File: config.mk
export PLATFORM = sky130hd
export DESIGN_NAME = counter_updown_mod
export DESIGN_NICKNAME = d
export VERILOG_FILES = /design/src/rtl/counter_pkg.sv /design/src/rtl/counter_prescaler.sv /design/src/rtl/counter_updown_mod.sv
export SDC_FILE = /design/constraint.sdc
export NUM_CORES = 1
export LEC_CHECK = 0
export CAP_MARGIN = 20
export CELL_PAD_IN_SITES_DETAIL_PLACEMENT = 0
export CELL_PAD_IN_SITES_GLOBAL_PLACEMENT = 2
export CORE_MARGIN = 5
export CORE_UTILIZATION = 29
export CTS_CLUSTER_SIZE = 20
export DETAILED_ROUTE_END_ITERATION = 6
export PLACE_DENSITY_LB_ADDON = 0.1
export SLEW_MARGIN = 20
export SYNTH_ARGS = -nofsm -noshare
export SYNTH_HDL_FRONTEND = slang
export SYNTH_SLANG_ARGS = --single-unit
File: constraint.sdc
create_clock -name clk -period 3.75 [get_ports clk]
set_input_delay 0.375 -clock clk [delete_from_list [all_inputs] [get_ports clk]]
set_output_delay 0.375 -clock clk [all_outputs]
set_load 0.1 [all_outputs]
File: src/rtl/counter_pkg.sv
// Shared constants and helpers for the up/down modulo counter and its prescaler.
package counter_pkg;

    localparam logic DIR_UP = 1'b1;
    localparam logic DIR_DN = 1'b0;

    localparam int DEFAULT_WIDTH        = 8;
    localparam int DEFAULT_PRESCALE_DIV = 4;

    // Prescaler phase counter width; a divide-by-1 still needs one bit.
    function automatic int prescale_width(input int div);
        return (div <= 1) ? 1 : $clog2(div);
    endfunction

endpackage

File: src/rtl/counter_prescaler.sv
// Enabled-cycle prescaler: tick is high while the phase sits at PRESCALE_DIV-1.
module counter_prescaler
    import counter_pkg::*;
#(
    parameter int PRESCALE_DIV = DEFAULT_PRESCALE_DIV
) (
    input  logic clk,
    input  logic rst,
    input  logic clr,
    input  logic en,
    output logic tick
);

    localparam int              PW   = prescale_width(PRESCALE_DIV);
    localparam logic [PW-1:0]   LAST = PW'(PRESCALE_DIV - 1);

    logic [PW-1:0] phase_reg;

    assign tick = (phase_reg == LAST);

    always_ff @(posedge clk or posedge rst) begin
        if (rst) begin
            phase_reg <= '0;
        end else if (clr) begin
            phase_reg <= '0;
        end else if (en) begin
            phase_reg <= tick ? '0 : phase_reg + 1'b1;
        end
    end

endmodule

File: src/rtl/counter_updown_mod.sv
// WIDTH-bit up/down modulo counter with load, clear, tc pulse and sticky wrap flag.
// Optional enabled-cycle prescaler under COUNTER_PRESCALE_EN.
module counter_updown_mod
    import counter_pkg::*;
#(
    parameter int WIDTH        = DEFAULT_WIDTH,
    parameter int PRESCALE_DIV = DEFAULT_PRESCALE_DIV
) (
    input  logic             clk,
    input  logic             rst,
    input  logic             clr,
    input  logic             en,
    input  logic             up_dn,
    input  logic             load,
    input  logic [WIDTH-1:0] d,
    input  logic [WIDTH-1:0] max_val,
    output logic [WIDTH-1:0] q,
    output logic             tc,
    output logic             wrapped
);

    logic [WIDTH-1:0] q_reg, q_next;
    logic             tc_reg, tc_next;
    logic             wrapped_reg, wrapped_next;
    logic             tick;

`ifdef COUNTER_PRESCALE_EN
    // Load restarts the prescaler phase as well as clear does.
    counter_prescaler #(
        .PRESCALE_DIV(PRESCALE_DIV)
    ) u_prescaler (
        .clk  (clk),
        .rst  (rst),
        .clr  (clr | load),
        .en   (en),
        .tick (tick)
    );
`else
    // Every enabled cycle advances; PRESCALE_DIV is referenced only to keep the parameter live.
    assign tick = (PRESCALE_DIV >= 1) | 1'b1;
`endif

    always_comb begin
        q_next       = q_reg;
        tc_next      = 1'b0;
        wrapped_next = wrapped_reg;
        if (clr) begin
            q_next       = '0;
            wrapped_next = 1'b0;
        end else if (load) begin
            q_next = d;
        end else if (en && tick) begin
            if (up_dn == DIR_UP) begin
                if (q_reg >= max_val) begin
                    q_next       = '0;
                    tc_next      = 1'b1;
                    wrapped_next = 1'b1;
                end else begin
                    q_next = q_reg + 1'b1;
                end
            end else begin
                if (q_reg == '0) begin
                    q_next       = max_val;
                    tc_next      = 1'b1;
                    wrapped_next = 1'b1;
                end else begin
                    q_next = q_reg - 1'b1;
                end
            end
        end
    end

    always_ff @(posedge clk or posedge rst) begin
        if (rst) begin
            q_reg       <= '0;
            tc_reg      <= 1'b0;
            wrapped_reg <= 1'b0;
        end else begin
            q_reg       <= q_next;
            tc_reg      <= tc_next;
            wrapped_reg <= wrapped_next;
        end
    end

    assign q       = q_reg;
    assign tc      = tc_reg;
    assign wrapped = wrapped_reg;

endmodule

Yosys cells after proc, flatten, opt, wreduce, memory -nomap -nowiden:

Cells that the tools add are included.

* register bits after elaboration: 10
* bits of input ports: 22
* output and inout bits: 10
* word-level logic and storage cells: 31

* add/sub/neg operators: 2
* order comparisons: 1
* equal/unequal tests: 2
* mux-type cells: 18
* reduce and logical (&&, ||, !) cells: 5

Operator list (count)
* 8-bit two-way mux: 6
* 1-bit two-way mux: 12
* 8-bit by 1-bit adder with 8-bit output (second input constant): 1
* 8-bit greater-or-equal comparator: 1
* 8-bit logical NOT: 1
* 8-bit by 1-bit subtractor with 8-bit output (second input constant): 1
* 3-bit nonzero test: 2
* 4-bit AND reduction: 1
* 3-bit by 2-bit != test with 1-bit output (second input constant): 1
* 2-bit != test (second input constant): 1
* 2-bit nonzero test: 1

Logic depth before layout (Yosys ltp):

* depth after elaboration: 6
* gate-level depth with buffers: 8
* mapped depth without buffers: 7

Worst setup path after synthesis:

Ideal clock, no wire load.

* kind: reg2reg
* start: register q_reg[0], in the netlist q[0]
* end: register q_reg[1], in the netlist q[1]
* library setup time: 99 ps
* data arrival time: 2564 ps
* data required time: 3651 ps
* setup slack: 1086 ps
* cell stages (with the launch flop): 8
* path buffers: 1
* clock period less this slack: 2664 ps
* path through: dfrtp_1 inv_1 ha_1 or3b_2 or2_1 buf_6 a211o_1 a311oi_1

* cells in the longest elaborated chain, start to end: 6
* elaborated cells between the ends (all ways): 10
* those cells by class: add/sub (2); order compare (1); mux (6); reduce/logical (1)

Ends and longest elaborated chain
* start, declared: RTL line counter_updown_mod.sv:22 `logic [WIDTH-1:0] q_reg, q_next;`
* start signal, assigned: RTL line counter_updown_mod.sv:79 `q_reg <= q_next;`
* 8-bit by 1-bit subtractor with 8-bit output, or another cell as far along: RTL line counter_updown_mod.sv:67 `q_next = q_reg - 1'b1;`
* 8-bit two-way mux, on equally long branches: RTL line counter_updown_mod.sv:62, counter_updown_mod.sv:54
* 8-bit two-way mux *: RTL line counter_updown_mod.sv:53 `if (up_dn == DIR_UP) begin`
* 8-bit two-way mux *: RTL line counter_updown_mod.sv:52 `end else if (en && tick) begin`
* 8-bit two-way mux *: RTL line counter_updown_mod.sv:50 `end else if (load) begin`
* 8-bit two-way mux *: RTL line counter_updown_mod.sv:47 `if (clr) begin`

Every way passes the cells marked *; elsewhere a longest branch is shown, timed or not. The select of a mux whose other input is x is not followed.
A chain may end at the register's enable or synchronous reset.

Final worst setup path:

* start: register q_reg[0], in the netlist q[0]
* end: register q_reg[4], in the netlist q[4]

Same word-level chain as after synthesis.

==> metrics.md <==
| Metric | Value |
|---|---|
| Num ports | 32 |
| TritonCTS clock tree | done |
| Critical path type | flip-flop to flip-flop |
| Post-route insts no fill | 216 |
| Overall Power | 0.5272 mW |
| First-pass GRT wire length | 5.609 mm |
| Data arrival, critical path | 2600 ps |
| Synth Cell Area | roughly 1100 um2 |
| Synth Area in Simple Gates | 24.00% |
| CTS resizes | 0 |
| Endpoints failing setup | 0 |
| Ys flop type | dfrtp_1 |
| Clk_skew | 2.323 ps |
| Initial antenna violation count | 0 |
| Final Util | 40.37% |
| Clock Sinks | 10 |
| Via-per-instance ratio | 5.208 |
| Register Area | 250.2 um2 |
| Number of global-route vias before repair | 1127 |
| GRT overflow | 0 |
| Clock Tree Buf Depth | 2 |
| Area contributors post-synth | dfrtp_1, ha_1, a21oi_1, xnor2_1, nand2_1 |
| Worst relative slew slack | 34.82% |
| Status | finished, final reports clean |
| GPL Wtd Cong | 0.8000 |
| Net Count, Synth | 174 |
| DRC violations left | 0 |
| Chip height | about 72 um |
| Pin count of the biggest net entering global routing | 21 |
| Fmax | 413.3 MHz |
| Fin crit period | 2419 ps |
| CTS Buf Count | 3 |
| Yosys warning count | 0 |
| Setup TNS | 0 ps |
| Starting Density | 30.17% |
| Slew Viols, Final | 0 |
| R2R setup slack | 1330 ps |
| Worst-path clk slew | 50 ps |
| Hold Slack | 423.9 ps |
| Syn Inst Count | 141 |
| Area of the multi-input gates | 783.3 um2 |
| Compound-Gate Fraction of Synth Area | 25.33% |
| Die width | 72.18 um |
| Site Rows | 22 |
| Synth Area in XOR/XNOR | 6.250% |
| N_diodes | 0 |
| Root Driver | clkbuf_8 |
| CP Max Fanout | 9 |
| Number of H-tree branching levels | 1 |
| Leakage power total | 0.6516 nW |
| Largest register FFs | 8 |
| Final hold viol count | 0 |
| Post-synth top cells | a21oi_1, nand2_1, ha_1, inv_1, nor2_1 |
| Slowest cell on the critical path | dfrtp_1 |
| Peak VDD IR | 0.0001722 V |
| Crit path buf inv count | 1 |
| DP Wirelength | 2.611 mm |
| Startpoint types | flip-flop |
| Worst skew pair latency | 240 ps |
| Worst hold path class | input pin to asynchronous set/reset pin |
| Largest family of logic cells by synthesized area | compound AO/OA/AOI/OAI gates |
| Sequential fraction of the synthesis area | 22.32% |
| Die ar. | 5209 um2 |
| Max Cap Violations | 0 |
| Post-Syn Area per Cell | 7.951 um2 |
| Hold-fix buffers at CTS | 0 |
| Drt wl/cell | 15.85 um |
| DR vias | 1125 |
| Ys async rst share | between 90% and 100% |
| Antenna-violating nets left | 0 |
| Drt first-iter violations | 44 |
| Routed WL | ~3.4 mm |
| Port bufs | 31 |
| R2R Path Start | q[0] |
| Core Footprint | 3716 um2 |
| Crit-path max cell delay | 490 ps |
| Worst r2r dst | q[4] |
| Post-synth top area share | between 20 and 25% |
| Pwr/cell area | 351.5 nW/um2 |
| NumNets Final | 202 |
| RSZ-0062 raised after global routing | no |
| Crit-path cells | inv_1 -> ha_1 -> or3b_2 -> or2_1 -> a211oi_1 -> a211o_1 -> a22o_2 |
| Post-synth EDFFs | 0 |
| Fill count | 404 |
| Share of layout cells above drive strength 1 | 7.143% |
| R2R depth | 7 |
| FF+latch count, synth | 10 |
| Top Family by Delay on Critical Path | simple AND/OR/NAND/NOR gates |
| Cell count after placement | around 210 |
| Post-synthesis adder-cell area fraction | 12.28% |
| Gr usage total | 13.59% |
| Yosys cell types | 46 |
| Post-CTS Setup Inserts | 0 |
| CP required | just under 4000 ps |
| Area growth syn-to-layout | 33.82% |
| Leading area contributor after synthesis | dfrtp_1 |
| Final Cycle Share | between 60% and 70% |
| Mux cell area share after synthesis | 2.009% |
| First-pass iteration count of the detailed router | 4 |
| Slew @ Worst Pin | 974.7 ps |
| Crit path capture type | flip-flop |
## routing by layer
layer  part of all wire, %  track usage, %  up-vias  wire (um)
met1                    47           18.22      525       1622
met5                     0               0        -          0
met4                  0.26           3.967        0          9
met3                   5.5           2.770        2        187
li1                      -               -      574          -
met2                    47           21.94       24       1604
## how the worst max path moves through the flow
stage                    start  cells after the start    to  slack [ps]
finish                    q[0]                      7  q[4]        1330
global route              q[0]                      7  q[6]        1120
CTS                 max_val[3]                      8  q[1]        1290
detailed placement  max_val[3]                      8  q[1]        1050
global placement    max_val[3]                      8  q[1]        1090
floorplan                 q[0]                      7  q[1]        1090
## metrics by stage
step           area (um2)  setup WS [ps]
6_report             1500           1331
5_1_grt              1500           1122
4_1_cts              1500           1291
3_5_place_dp         1445           1045
3_3_place_gp         1445           1090
2_1_floorplan        1121           1086
## cells in the final DEF (no fill, tap or decap), types with 3 or more instances in the layout
cell type and instances:
clkdlybuf4s50_1 31, nand2_1 12, a21oi_1 12, nor2_1 11
inv_1 11, ha_1 11, dfrtp_1 10, xnor2_1 6
nor3_1 5, nor3b_1 4, o21ai_0 4, nand3_1 4
a211o_1 4, clkbuf_8 4, a211oi_1 3
## final cells by class
type / instances / share of cell area (%)
clock buffer: 4 / 3.670
inverter: 11 / 2.752
multi-input combinational: 112 / 52.21
sequential: 10 / 16.68
tap: 48 / 4.003
timing repair buffer: 31 / 20.68
## power by group
part	total (mW)	switching [mW]	internal (mW)
clock	0.139	0.0463	0.0927
sequential	0.141	0.0242	0.117
combinational	0.247	0.150	0.0970
## kinds of logic after synthesis
group,after synthesis
AND/OR/NAND/NOR,51
flip-flops,10
multiplexers,2
XOR/XNOR,8
AO/OA/AOI/OAI,40
buffers and inverters,19
adder cells (fa/ha/maj),11
(Power assumes the default switching activity.)
